## src/rtl/ps2_seq_ctrl_pkg.sv

```systemverilog
// Shared encodings and default sizing for the PS/2 key-sequence controller.
package ps2_ctrl_pkg;

  localparam logic [1:0] ST_IDLE       = 2'b00;
  localparam logic [1:0] ST_WAIT_ENTER = 2'b01;
  localparam logic [1:0] ST_WAIT_DATA  = 2'b10;
  localparam logic [1:0] ST_DONE       = 2'b11;

  localparam int NUM_FIELDS_DEF = 3;
  localparam int IDX_W_DEF      = 2;

endpackage

```

## src/rtl/ps2_seq_ctrl_if.sv

```systemverilog
// Key-strobe inputs and save/complete/abort outputs between the PS/2 decoder and the sequence controller.
interface ps2_seq_ctrl_if
  import ps2_ctrl_pkg::*;
#(
  parameter int IDX_W = IDX_W_DEF
);

  logic             ctrl;
  logic             enter;
  logic             dato;
  logic             esc;
  logic             salvar;
  logic [IDX_W-1:0] field_idx;
  logic             datos_listos;
  logic             abortado;
  logic             busy;

  modport master (
    output ctrl, enter, dato, esc,
    input  salvar, field_idx, datos_listos, abortado, busy
  );

  modport slave (
    input  ctrl, enter, dato, esc,
    output salvar, field_idx, datos_listos, abortado, busy
  );

endinterface

```

## src/rtl/ps2_timeout_cnt.sv

```systemverilog
// Saturating idle counter; expire flags the last idle cycle while enabled. TIMEOUT_CYCLES = 0 disables it.
module ps2_timeout_cnt #(
  parameter int TIMEOUT_CYCLES = 0,
  parameter int TO_W           = 24
) (
  input  logic clk,
  input  logic rst,
  input  logic clr,
  input  logic en,
  output logic expire
);

  localparam logic [TO_W-1:0] LAST = (TIMEOUT_CYCLES > 0) ? TO_W'(TIMEOUT_CYCLES - 1) : '0;

  logic [TO_W-1:0] r_cnt;

  always_ff @(posedge clk or posedge rst) begin
    if (rst) begin
      r_cnt <= '0;
    end else if (clr || (TIMEOUT_CYCLES == 0)) begin
      r_cnt <= '0;
    end else if (en && (r_cnt != '1)) begin
      r_cnt <= r_cnt + 1'b1;
    end
  end

  assign expire = (TIMEOUT_CYCLES != 0) && en && (r_cnt == LAST);

endmodule

```

## src/rtl/ps2_seq_ctrl.sv

```systemverilog
// Enforces ctrl -> {enter -> dato} x NUM_FIELDS, emitting save/complete/abort pulses one cycle after the strobe.
module ps2_seq_ctrl
  import ps2_ctrl_pkg::*;
#(
  parameter int NUM_FIELDS     = NUM_FIELDS_DEF,
  parameter int IDX_W          = IDX_W_DEF,
  parameter int TIMEOUT_CYCLES = 0,
  parameter int TO_W           = 24
) (
  input logic           clk,
  input logic           rst,
  ps2_seq_ctrl_if.slave bus
);

  localparam logic [IDX_W-1:0] LAST_IDX = IDX_W'(NUM_FIELDS);

  logic [1:0]       r_state;
  logic [1:0]       w_nextState;
  logic [IDX_W-1:0] r_fieldIdx;
  logic [IDX_W-1:0] w_fieldIdxNext;
  logic             r_salvar;
  logic             r_datosListos;
  logic             r_abortado;
  logic             r_busy;
  logic             w_salvar;
  logic             w_datosListos;
  logic             w_abort;
  logic             w_inWait;
  logic             w_anyStrobe;
  logic             w_expire;
  logic             w_toClr;

  assign w_inWait    = (r_state == ST_WAIT_ENTER) || (r_state == ST_WAIT_DATA);
  assign w_anyStrobe = bus.ctrl | bus.enter | bus.dato | bus.esc;
  assign w_toClr     = w_anyStrobe || (w_nextState != r_state);
  assign w_abort     = w_inWait && (bus.esc || (w_expire && !w_anyStrobe));

  ps2_timeout_cnt #(
    .TIMEOUT_CYCLES (TIMEOUT_CYCLES),
    .TO_W           (TO_W)
  ) u_timeout (
    .clk    (clk),
    .rst    (rst),
    .clr    (w_toClr),
    .en     (w_inWait),
    .expire (w_expire)
  );

  // Abort outranks every key, so the save decision is only taken when no abort is pending.
  always_comb begin
    w_nextState    = r_state;
    w_fieldIdxNext = r_fieldIdx;
    w_salvar       = 1'b0;
    w_datosListos  = 1'b0;
    if (w_abort) begin
      w_nextState    = ST_IDLE;
      w_fieldIdxNext = '0;
    end else begin
      case (r_state)
        ST_IDLE: begin
          if (bus.ctrl) w_nextState = ST_WAIT_ENTER;
        end
        ST_WAIT_ENTER: begin
          if (bus.enter && (r_fieldIdx < LAST_IDX)) begin
            w_fieldIdxNext = r_fieldIdx + 1'b1;
            w_nextState    = ST_WAIT_DATA;
          end
        end
        ST_WAIT_DATA: begin
          if (bus.dato) begin
            w_salvar    = 1'b1;
            w_nextState = (r_fieldIdx == LAST_IDX) ? ST_DONE : ST_WAIT_ENTER;
          end
        end
        default: begin
          w_datosListos  = 1'b1;
          w_fieldIdxNext = '0;
          w_nextState    = ST_IDLE;
        end
      endcase
    end
  end

  always_ff @(posedge clk or posedge rst) begin
    if (rst) begin
      r_state       <= ST_IDLE;
      r_fieldIdx    <= '0;
      r_salvar      <= 1'b0;
      r_datosListos <= 1'b0;
      r_abortado    <= 1'b0;
      r_busy        <= 1'b0;
    end else begin
      r_state       <= w_nextState;
      r_fieldIdx    <= w_fieldIdxNext;
      r_salvar      <= w_salvar;
      r_datosListos <= w_datosListos;
      r_abortado    <= w_abort;
      r_busy        <= (w_nextState != ST_IDLE);
    end
  end

  assign bus.salvar       = r_salvar;
  assign bus.field_idx    = r_fieldIdx;
  assign bus.datos_listos = r_datosListos;
  assign bus.abortado     = r_abortado;
  assign bus.busy         = r_busy;

endmodule

```

## src/flat_wrapper.sv

```systemverilog
// flat-port wrapper written by rule: the top's interface ports become plain ports
module ps2_seq_ctrl_flat import ps2_ctrl_pkg::*;
#(
  parameter int NUM_FIELDS     = NUM_FIELDS_DEF,
  parameter int IDX_W          = IDX_W_DEF,
  parameter int TIMEOUT_CYCLES = 0,
  parameter int TO_W           = 24
)
  (clk, rst, bus_ctrl, bus_enter, bus_dato, bus_esc, bus_salvar, bus_field_idx, bus_datos_listos, bus_abortado, bus_busy);
  ps2_seq_ctrl_if #(.IDX_W(IDX_W)) bus_i ();
  input logic clk;
  input logic rst;
  input wire logic [$bits(bus_i.ctrl)-1:0] bus_ctrl;
  input wire logic [$bits(bus_i.enter)-1:0] bus_enter;
  input wire logic [$bits(bus_i.dato)-1:0] bus_dato;
  input wire logic [$bits(bus_i.esc)-1:0] bus_esc;
  output wire logic [$bits(bus_i.salvar)-1:0] bus_salvar;
  output wire logic [$bits(bus_i.field_idx)-1:0] bus_field_idx;
  output wire logic [$bits(bus_i.datos_listos)-1:0] bus_datos_listos;
  output wire logic [$bits(bus_i.abortado)-1:0] bus_abortado;
  output wire logic [$bits(bus_i.busy)-1:0] bus_busy;
  assign bus_i.ctrl = bus_ctrl;
  assign bus_i.enter = bus_enter;
  assign bus_i.dato = bus_dato;
  assign bus_i.esc = bus_esc;
  assign bus_salvar = bus_i.salvar;
  assign bus_field_idx = bus_i.field_idx;
  assign bus_datos_listos = bus_i.datos_listos;
  assign bus_abortado = bus_i.abortado;
  assign bus_busy = bus_i.busy;
  ps2_seq_ctrl #(.NUM_FIELDS(NUM_FIELDS), .IDX_W(IDX_W), .TIMEOUT_CYCLES(TIMEOUT_CYCLES), .TO_W(TO_W)) u_core (.clk(clk), .rst(rst), .bus(bus_i));
endmodule
```

## config.mk

```make
export PLATFORM = sky130hd
export DESIGN_NAME = ps2_seq_ctrl_flat
export DESIGN_NICKNAME = d
export VERILOG_FILES = /design/src/rtl/ps2_seq_ctrl_pkg.sv /design/src/rtl/ps2_seq_ctrl_if.sv /design/src/rtl/ps2_timeout_cnt.sv /design/src/rtl/ps2_seq_ctrl.sv /design/src/flat_wrapper.sv
export SDC_FILE = /design/constraint.sdc
export NUM_CORES = 1
export LEC_CHECK = 0
export CELL_PAD_IN_SITES_DETAIL_PLACEMENT = 0
export CELL_PAD_IN_SITES_GLOBAL_PLACEMENT = 1
export CORE_MARGIN = 2
export CORE_UTILIZATION = 35
export CTS_CLUSTER_DIAMETER = 100
export DETAILED_ROUTE_END_ITERATION = 16
export HOLD_SLACK_MARGIN = 0.15
export PLACE_DENSITY = 0.74
export SLEW_MARGIN = 20
export SYNTH_ARGS = -nofsm -noshare
export SYNTH_HDL_FRONTEND = slang
export SYNTH_HIERARCHICAL = 1
export SYNTH_SLANG_ARGS = --single-unit
export TNS_END_PERCENT = 100
```

## constraint.sdc

```tcl
create_clock -name clk -period 2.1 [get_ports clk]
set_clock_uncertainty 0.15 [all_clocks]
set_input_delay 0.42 -clock clk [delete_from_list [all_inputs] [get_ports clk]]
set_output_delay 0.42 -clock clk [all_outputs]
set_load 0.03 [all_outputs]
```

# Word level (Yosys, flattened, before mapping)
# Cells that the tools add are included.
dict set report op_classes {
  add_sub_neg 1
  muxes 14
  eq_ne 5
  n_lt_le_gt_ge 1
  n_reduce_logical 8
}
# operator n
set op_table {}
lappend op_table {{$mux 2} 7}
lappend op_table {{$pmux 2 s3} 1}
lappend op_table {{$mux 1} 5}
lappend op_table {{$eq 2x2->1 const B} 2}
lappend op_table {{$pmux 2 s2} 1}
lappend op_table {{$ne 3x2->1 const B} 1}
lappend op_table {{$reduce_or 3->1} 1}
lappend op_table {{$add 2x1->2 const B} 1}
lappend op_table {{$eq 2x1->1 const B} 1}
lappend op_table {{$logic_and 1x1->1} 2}
lappend op_table {{$logic_not 2->1} 1}
lappend op_table {{$lt 2x2->1 const B} 1}
lappend op_table {{$ne 2x1->1 const B} 1}
lappend op_table {{$reduce_and 2->1} 1}
lappend op_table {{$reduce_bool 2->1} 1}
lappend op_table {{$reduce_or 2->1} 1}
lappend op_table {{$logic_or 1x1->1} 1}
dict set report totals {
  elab_cells 35
  regBits 8
  input_bits 6
  out_inout_bits 6
}

# Longest topological paths before layout
dict set report logic_depth {
  ltp_word 6
  mapped_depth 6
  mapped_depth_nobuf 6
}

# By module
# Netlist, hierarchy kept.
# module seq_area_each_um2 cells_per_inst area_per_inst_um2 n_inst
set modules_own_cells {}
lappend modules_own_cells {ps2_seq_ctrl 200.2 51 499.2 1}
lappend modules_own_cells {ps2_timeout_cnt 0.0 2 11.3 1}

# Least setup slack after synthesis
# No wires, ideal clock.
dict set report synth_path {
  path_kind {register to register}
  startpoint {register u_core.r_fieldIdx[0], in the netlist u_core/bus.field_idx[0]}
  endpoint {register u_core.r_busy, in the netlist u_core/bus.busy}
  path_stages_with_launch 6
  synth_period_minus_slack_ns 1.793
  t_required_ns 1.824
  setup_ns 0.126
  setup_slack_ns 0.307
  path_buffers 0
  t_arrival_ns 1.517
  path_cell_list {dfrtp_1 ha_1 nand2b_1 a211oi_4 o2111a_1 nor2_1}
}
dict set report synth_between {
  elab_chain_cells 6
  word_cells_on_any_way 9
  classes_between {1 x order compare; 1 x eq/ne; 5 x mux; 2 x reduce/logical}
}
# element line_no
set synth_lines {}
lappend synth_lines {{from (decl)} ps2_seq_ctrl.sv:19} ;# logic [IDX_W-1:0] r_fieldIdx;
lappend synth_lines {{from (signal assigned)} ps2_seq_ctrl.sv:94} ;# r_fieldIdx <= w_fieldIdxNext;
lappend synth_lines {{$lt 2x2->1 / $eq 2x2->1 (equally long branches)} {ps2_seq_ctrl.sv:64, ps2_seq_ctrl.sv:72}}
lappend synth_lines {{$logic_and 1x1->1 / $mux 2 (equally long branches)} {ps2_seq_ctrl.sv:64, ps2_seq_ctrl.sv:72}}
lappend synth_lines {{$mux 2 (on tied branches)} {ps2_seq_ctrl.sv:64, ps2_seq_ctrl.sv:70}}
lappend synth_lines {{$pmux 2 s3 (*)} ps2_seq_ctrl.sv:59} ;# case (r_state)
lappend synth_lines {{$mux 2 (*)} ps2_seq_ctrl.sv:55} ;# if (w_abort) begin
lappend synth_lines {{$reduce_bool 2->1 (*)} ps2_seq_ctrl.sv:98} ;# r_busy <= (w_nextState != ST_IDLE);
lappend synth_lines {{to (signal assigned)} ps2_seq_ctrl.sv:98}
lappend synth_lines {{to (decl)} ps2_seq_ctrl.sv:24} ;# logic r_busy;
# Every way passes the cells marked *; elsewhere a longest branch is shown, timed or not.
# A chain may end at the register's enable or synchronous reset.

# Worst setup path in the final report
dict set report layout_path {
  startpoint {register u_core.r_fieldIdx[0], in the netlist u_core/bus.field_idx[0]}
  endpoint {output bus_field_idx[0]}
}
# element line_no
set layout_rtl {}
lappend layout_rtl {{to (decl)} flat_wrapper.sv:18} ;# output wire logic [$bits(bus_i.field_idx)-1:0] bus_field_idx;
# No word-level cell between the ends.

==> flow_metrics.env <==
export IMPL_status="complete, no violations"
export IMPL_power_density_nw_per_um2=1293
export IMPL_finalSetupTns_ps=0
export IMPL_cts_tree="done"
export IMPL_fmax_mhz=524.9
export IMPL_grt_pass1_wl_um=1400
export IMPL_fin_worst_hold_slack_ps=250.5
export IMPL_synth_yosys_warnings=6
export IMPL_cpLargestDelayFamily="buffers and inverters"
export IMPL_grt_max_degree=9
export IMPL_cap_violations=0
export IMPL_slowest_delay_ps=690
export IMPL_num_nets_final=72
export IMPL_ant_nets=0
export IMPL_cts_hold_buf=0
export IMPL_crit_path_end_kind="output pin"
export IMPL_drv_slew=0
export IMPL_area_growth_pct=30.67
export IMPL_antenna_found_initial=0
export IMPL_total_power_uw=793.0
export IMPL_cts_resized=0
export IMPL_cp_cell_sequence="clkdlybuf4s50_1"
export IMPL_grt_remaining_overflow=0
export IMPL_routedWlPerCell_um=11.81
export IMPL_dr_pass1_iters=4
export IMPL_rows=13
export IMPL_critPathLaunchType="flop"
export IMPL_fill_cells=123
export IMPL_crit_type="reg2out"
export IMPL_htree_num_levels=1
export IMPL_die_w_um=40.62
export IMPL_clock_path_buffers=2
export IMPL_drive_gt1_share_pct=10.17
export IMPL_track_usage_pct=14.70
export IMPL_cts_made_buffers=3
export IMPL_reg2reg_slack_ps=350
export IMPL_clk_insertion_delay_late_ps=250
export IMPL_cts_setup_buffers=0
export IMPL_reg2reg_from="u_core/bus.field_idx[0]"
export IMPL_root_buffer="clkbuf_4"
export IMPL_period_minus_slack_ps=1905
export IMPL_syn_inst=46
export IMPL_synth_area_um2=469.2
export IMPL_die_y_um=40.62
export IMPL_vias=355
export IMPL_cp_slowest_cell="clkdlybuf4s50_1"
export IMPL_r2r_end="u_core/bus.field_idx[1]"
export IMPL_core_area_um2=1269
export IMPL_vias_per_cell=4.797
export IMPL_drt_initial_drc_count=5
export IMPL_first_global_vias=331
export IMPL_vdd_drop_max_v=0.0006073
export IMPL_required_ps=1530
export IMPL_wl_um=874
export IMPL_crit_buf_inv=1
export IMPL_dieArea_um2=1650
export IMPL_io_buffers=11
export IMPL_critPathArrivalTime_ps=1330
export IMPL_r2r_cells=5
export IMPL_place_congestion=0.7532
export IMPL_start_util_pct=36.98
export IMPL_critPathMaxFanout=4
export IMPL_antenna_cells=0
export IMPL_drc=0
export IMPL_power_leakage_uw=0.0002807
export IMPL_synth_area_per_cell_um2=10.20
export IMPL_num_io_pins=12
export IMPL_clock_sinks=8
export IMPL_setup_viol_count_final=0
export IMPL_min_path_type="in2async"
export IMPL_hold_viol=0
export IMPL_detailed_place_hpwl_um=696.9
export IMPL_post_route_period_util_pct=90.71
export IMPL_clk_pin_slew_ps=50
export IMPL_synth_nets=57
export IMPL_rsz0062_at_grt="false"
## layer usage
metal  track usage [%]  vias to the layer above  routed length (um)
met4             7.500                        0                   0
li1                  -                      178                   -
met5                 0                        -                   0
met3             10.33                        0                  74
met1             15.12                      166                 384
met2             22.22                       11                 415
## sequential cells by signal, indices dropped and copies added, names as in the netlist
| register | cells |
|---|---|
| u_core/bus.abortado | 1 |
| u_core/bus.datos_listos | 1 |
| u_core/bus.field_idx | 2 |
| u_core/r_state | 2 |
| u_core/bus.busy | 1 |
| u_core/bus.salvar | 1 |
## stage by stage
stage | cells | area, um^2 | worst slack (ps) | utilization, %
floorplan | 46 | 469.2 | 328.0 | -
global placement | 71 | 590.6 | 181.9 | 46.55
detailed placement | 71 | 590.6 | 138.1 | 46.55
CTS | 74 | 613.1 | 177.5 | 48.32
global route | 74 | 613.1 | 147.7 | 48.32
finish | 74 | 613.1 | 195.0 | 48.32
## placed cells by master (no fill, tap or decap), drive strengths merged
| master | count |
|---|---|
| clkdlybuf4s50 | 11 |
| dfrtp | 8 |
| nor2 | 6 |
| inv | 5 |
| ha | 5 |
| clkbuf | 3 |
| mux2i | 2 |
| nand2 | 2 |
| nor2b | 2 |
| o21ai | 2 |
| or3 | 1 |
| o21a | 1 |
| and2 | 1 |
| nand2b | 1 |
| a211oi | 1 |
| a21oi | 1 |
| a221oi | 1 |
| nor3 | 1 |
| nand3 | 1 |
| a21o | 1 |
| a31oi | 1 |
| o2111a | 1 |
| conb | 1 |
## final cells by class
cell class | count | area (um^2) | share of cell area (%)
inverter | 5 | 18.77 | 3.061
multi-input combinational | 32 | 242.7 | 39.59
sequential | 8 | 200.2 | 32.65
tap | 15 | 18.77 | 3.061
clock buffer | 3 | 22.52 | 3.673
timing repair buffer | 11 | 110.1 | 17.96
## how the worst max path moves through the flow
| stage | from | cells after the start | slack [ps] | to |
|---|---|---|---|---|
| after global placement | bus_enter | 5 | 180 | u_core/bus.field_idx[1] |
| after global routing | u_core/bus.field_idx[0] | 1 | 150 | bus_field_idx[0] |
| final | u_core/bus.field_idx[0] | 1 | 200 | bus_field_idx[0] |
| after CTS | u_core/bus.field_idx[0] | 1 | 180 | bus_field_idx[0] |
| after detailed placement | bus_enter | 5 | 140 | u_core/bus.field_idx[1] |
| after floorplan | u_core/bus.field_idx[0] | 5 | 330 | u_core/bus.busy |
## report_power, final
group	total, uW	internal [uW]	switching [uW]
registers	246	209	37.7
clock network	115	65.2	49.4
logic	432	190	242
No activity file was read; power rests on OpenSTA's default activity.
==> edit, RTL diff (same flow settings) <==
The package constant `IDX_W_DEF` goes from 2 to 3.
--- a/src/rtl/ps2_seq_ctrl_pkg.sv
+++ b/src/rtl/ps2_seq_ctrl_pkg.sv
@@ -7,7 +7,7 @@
   localparam logic [1:0] ST_DONE       = 2'b11;
 
   localparam int NUM_FIELDS_DEF = 3;
-  localparam int IDX_W_DEF      = 2;
+  localparam int IDX_W_DEF      = 3;
 
 endpackage
 
Interface: changed (resized bus_field_idx); port bits go from 12 to 13. No check against the original RTL was run, so the function may have changed too.
==> edit against the unedited design <==
Critical path depth did not move; setup slack worse by 0.017 ns; total power increased by 7.6%; cell area up 18%; largest cell class unchanged; via count increased by 14%; wire length grew 2.1%; highest routed layer unchanged; sequential cell count increased by 1; synthesized area is 21% higher; cell count grew 16%; fmax fell by 0.88%; utilization is 0.23 points lower.
==> edit: results (changes against the unedited design) <==
PortBufs 12 (was 11); DRT iter0 DRCs 4 (was 5); Static Leak 0.000343 uW (was 0.000281 uW); clock root cell clkbuf_4 (unchanged); Net Count, Synth 67 (was 57); Syn. warnings 6 (unchanged); largest net degree at the start of global routing 10 (was 9); NumNets Final 83 (was 72); drt pass-1 iters 4 (unchanged); share of cells above drive strength 1 12.9% (was 10.2%); Crit-path slowest cell clkdlybuf4s50_1 (unchanged); VDD IR max 388 uV (was 607 uV); global-route wire length before repair 1.57 mm (was 1.40 mm); fill cell total of the finished layout 151 (was 123); number of buffers created by CTS 3 (unchanged); clk slew on worst S/H paths 0.06 ns; number of global-route vias before repair 386 (was 331); Setup WS pre-CTS 0.147 ns (was 0.138 ns); antenna diode count 0 (unchanged); final wirelength 892 um (was 874 um); GRT Total Usage 10.6% (was 14.7%); worst-path maximum fanout 5 (was 4); post-cts sizing count 0 (unchanged); htree depth 1 (unchanged); Final GP Congestion 0.732 (was 0.753); crit-path leading delay family buffers and inverters (unchanged); outcome completed (unchanged); Vias/cell 4.71 (was 4.80)
[edit: final timing paths]
| kind | start | endpoint | slack [ns] | depth (start not counted) |
|---|---|---|---|---|
| worst max register to register | u_core/r_state[1]$_DFF_PP0_ | u_core/bus.field_idx[1]$_DFFE_PP0P_ | 0.29 | 6 |
| min in group clk | u_core/bus.field_idx[0]$_DFFE_PP0P_ | u_core/bus.field_idx[0]$_DFFE_PP0P_ | 0.47 | 2 |
| max in group asynchronous | rst | u_core/bus.datos_listos$_DFF_PP0_ | 1.28 | 2 |
| worst min register to register | u_core/bus.field_idx[0]$_DFFE_PP0P_ | u_core/bus.field_idx[0]$_DFFE_PP0P_ | 0.47 | 2 |
| worst min-delay path | rst | u_core/bus.salvar$_DFF_PP0_ | 0.28 | 2 |
| worst max-delay path | u_core/bus.field_idx[0]$_DFFE_PP0P_ | bus_field_idx[0] | 0.18 | 1 |
[edit: final cells by class]
cell class / count / share of cell area [%]
inverter: 6 / 3.11
clock buffer: 4 / 3.63
timing repair buffer: 12 / 16.6
tap: 16 / 2.76
multi-input combinational: 39 / 42.8
sequential: 9 / 31.1
[edit: where the power goes]
group	switching (uW)	internal, uW
Clock	50.2	72.5
Sequential	39.2	227
Combinational	253	212
Total	343	511
[edit: routing by layer]
| layer | track usage, % | part of all wire [%] | vias up | wire length (um) |
|---|---|---|---|---|
| met2 | 17.1 | 46 | 11 | 412 |
| li1 | - | - | 209 | - |
| met4 | 3.64 | 0 | 0 | 0 |
| met5 | 0 | 0 | - | 0 |
| met1 | 14.8 | 49 | 185 | 441 |
| met3 | 1.22 | 4.3 | 0 | 38 |
[edit: through the flow]
stage	total power [uW]	instance area, sq um	std cells
after global routing	923	724	86
after CTS	862	724	86
after global placement	735	698	82
final	854	724	86
after floorplan	598	566	55
after detailed placement	738	698	82
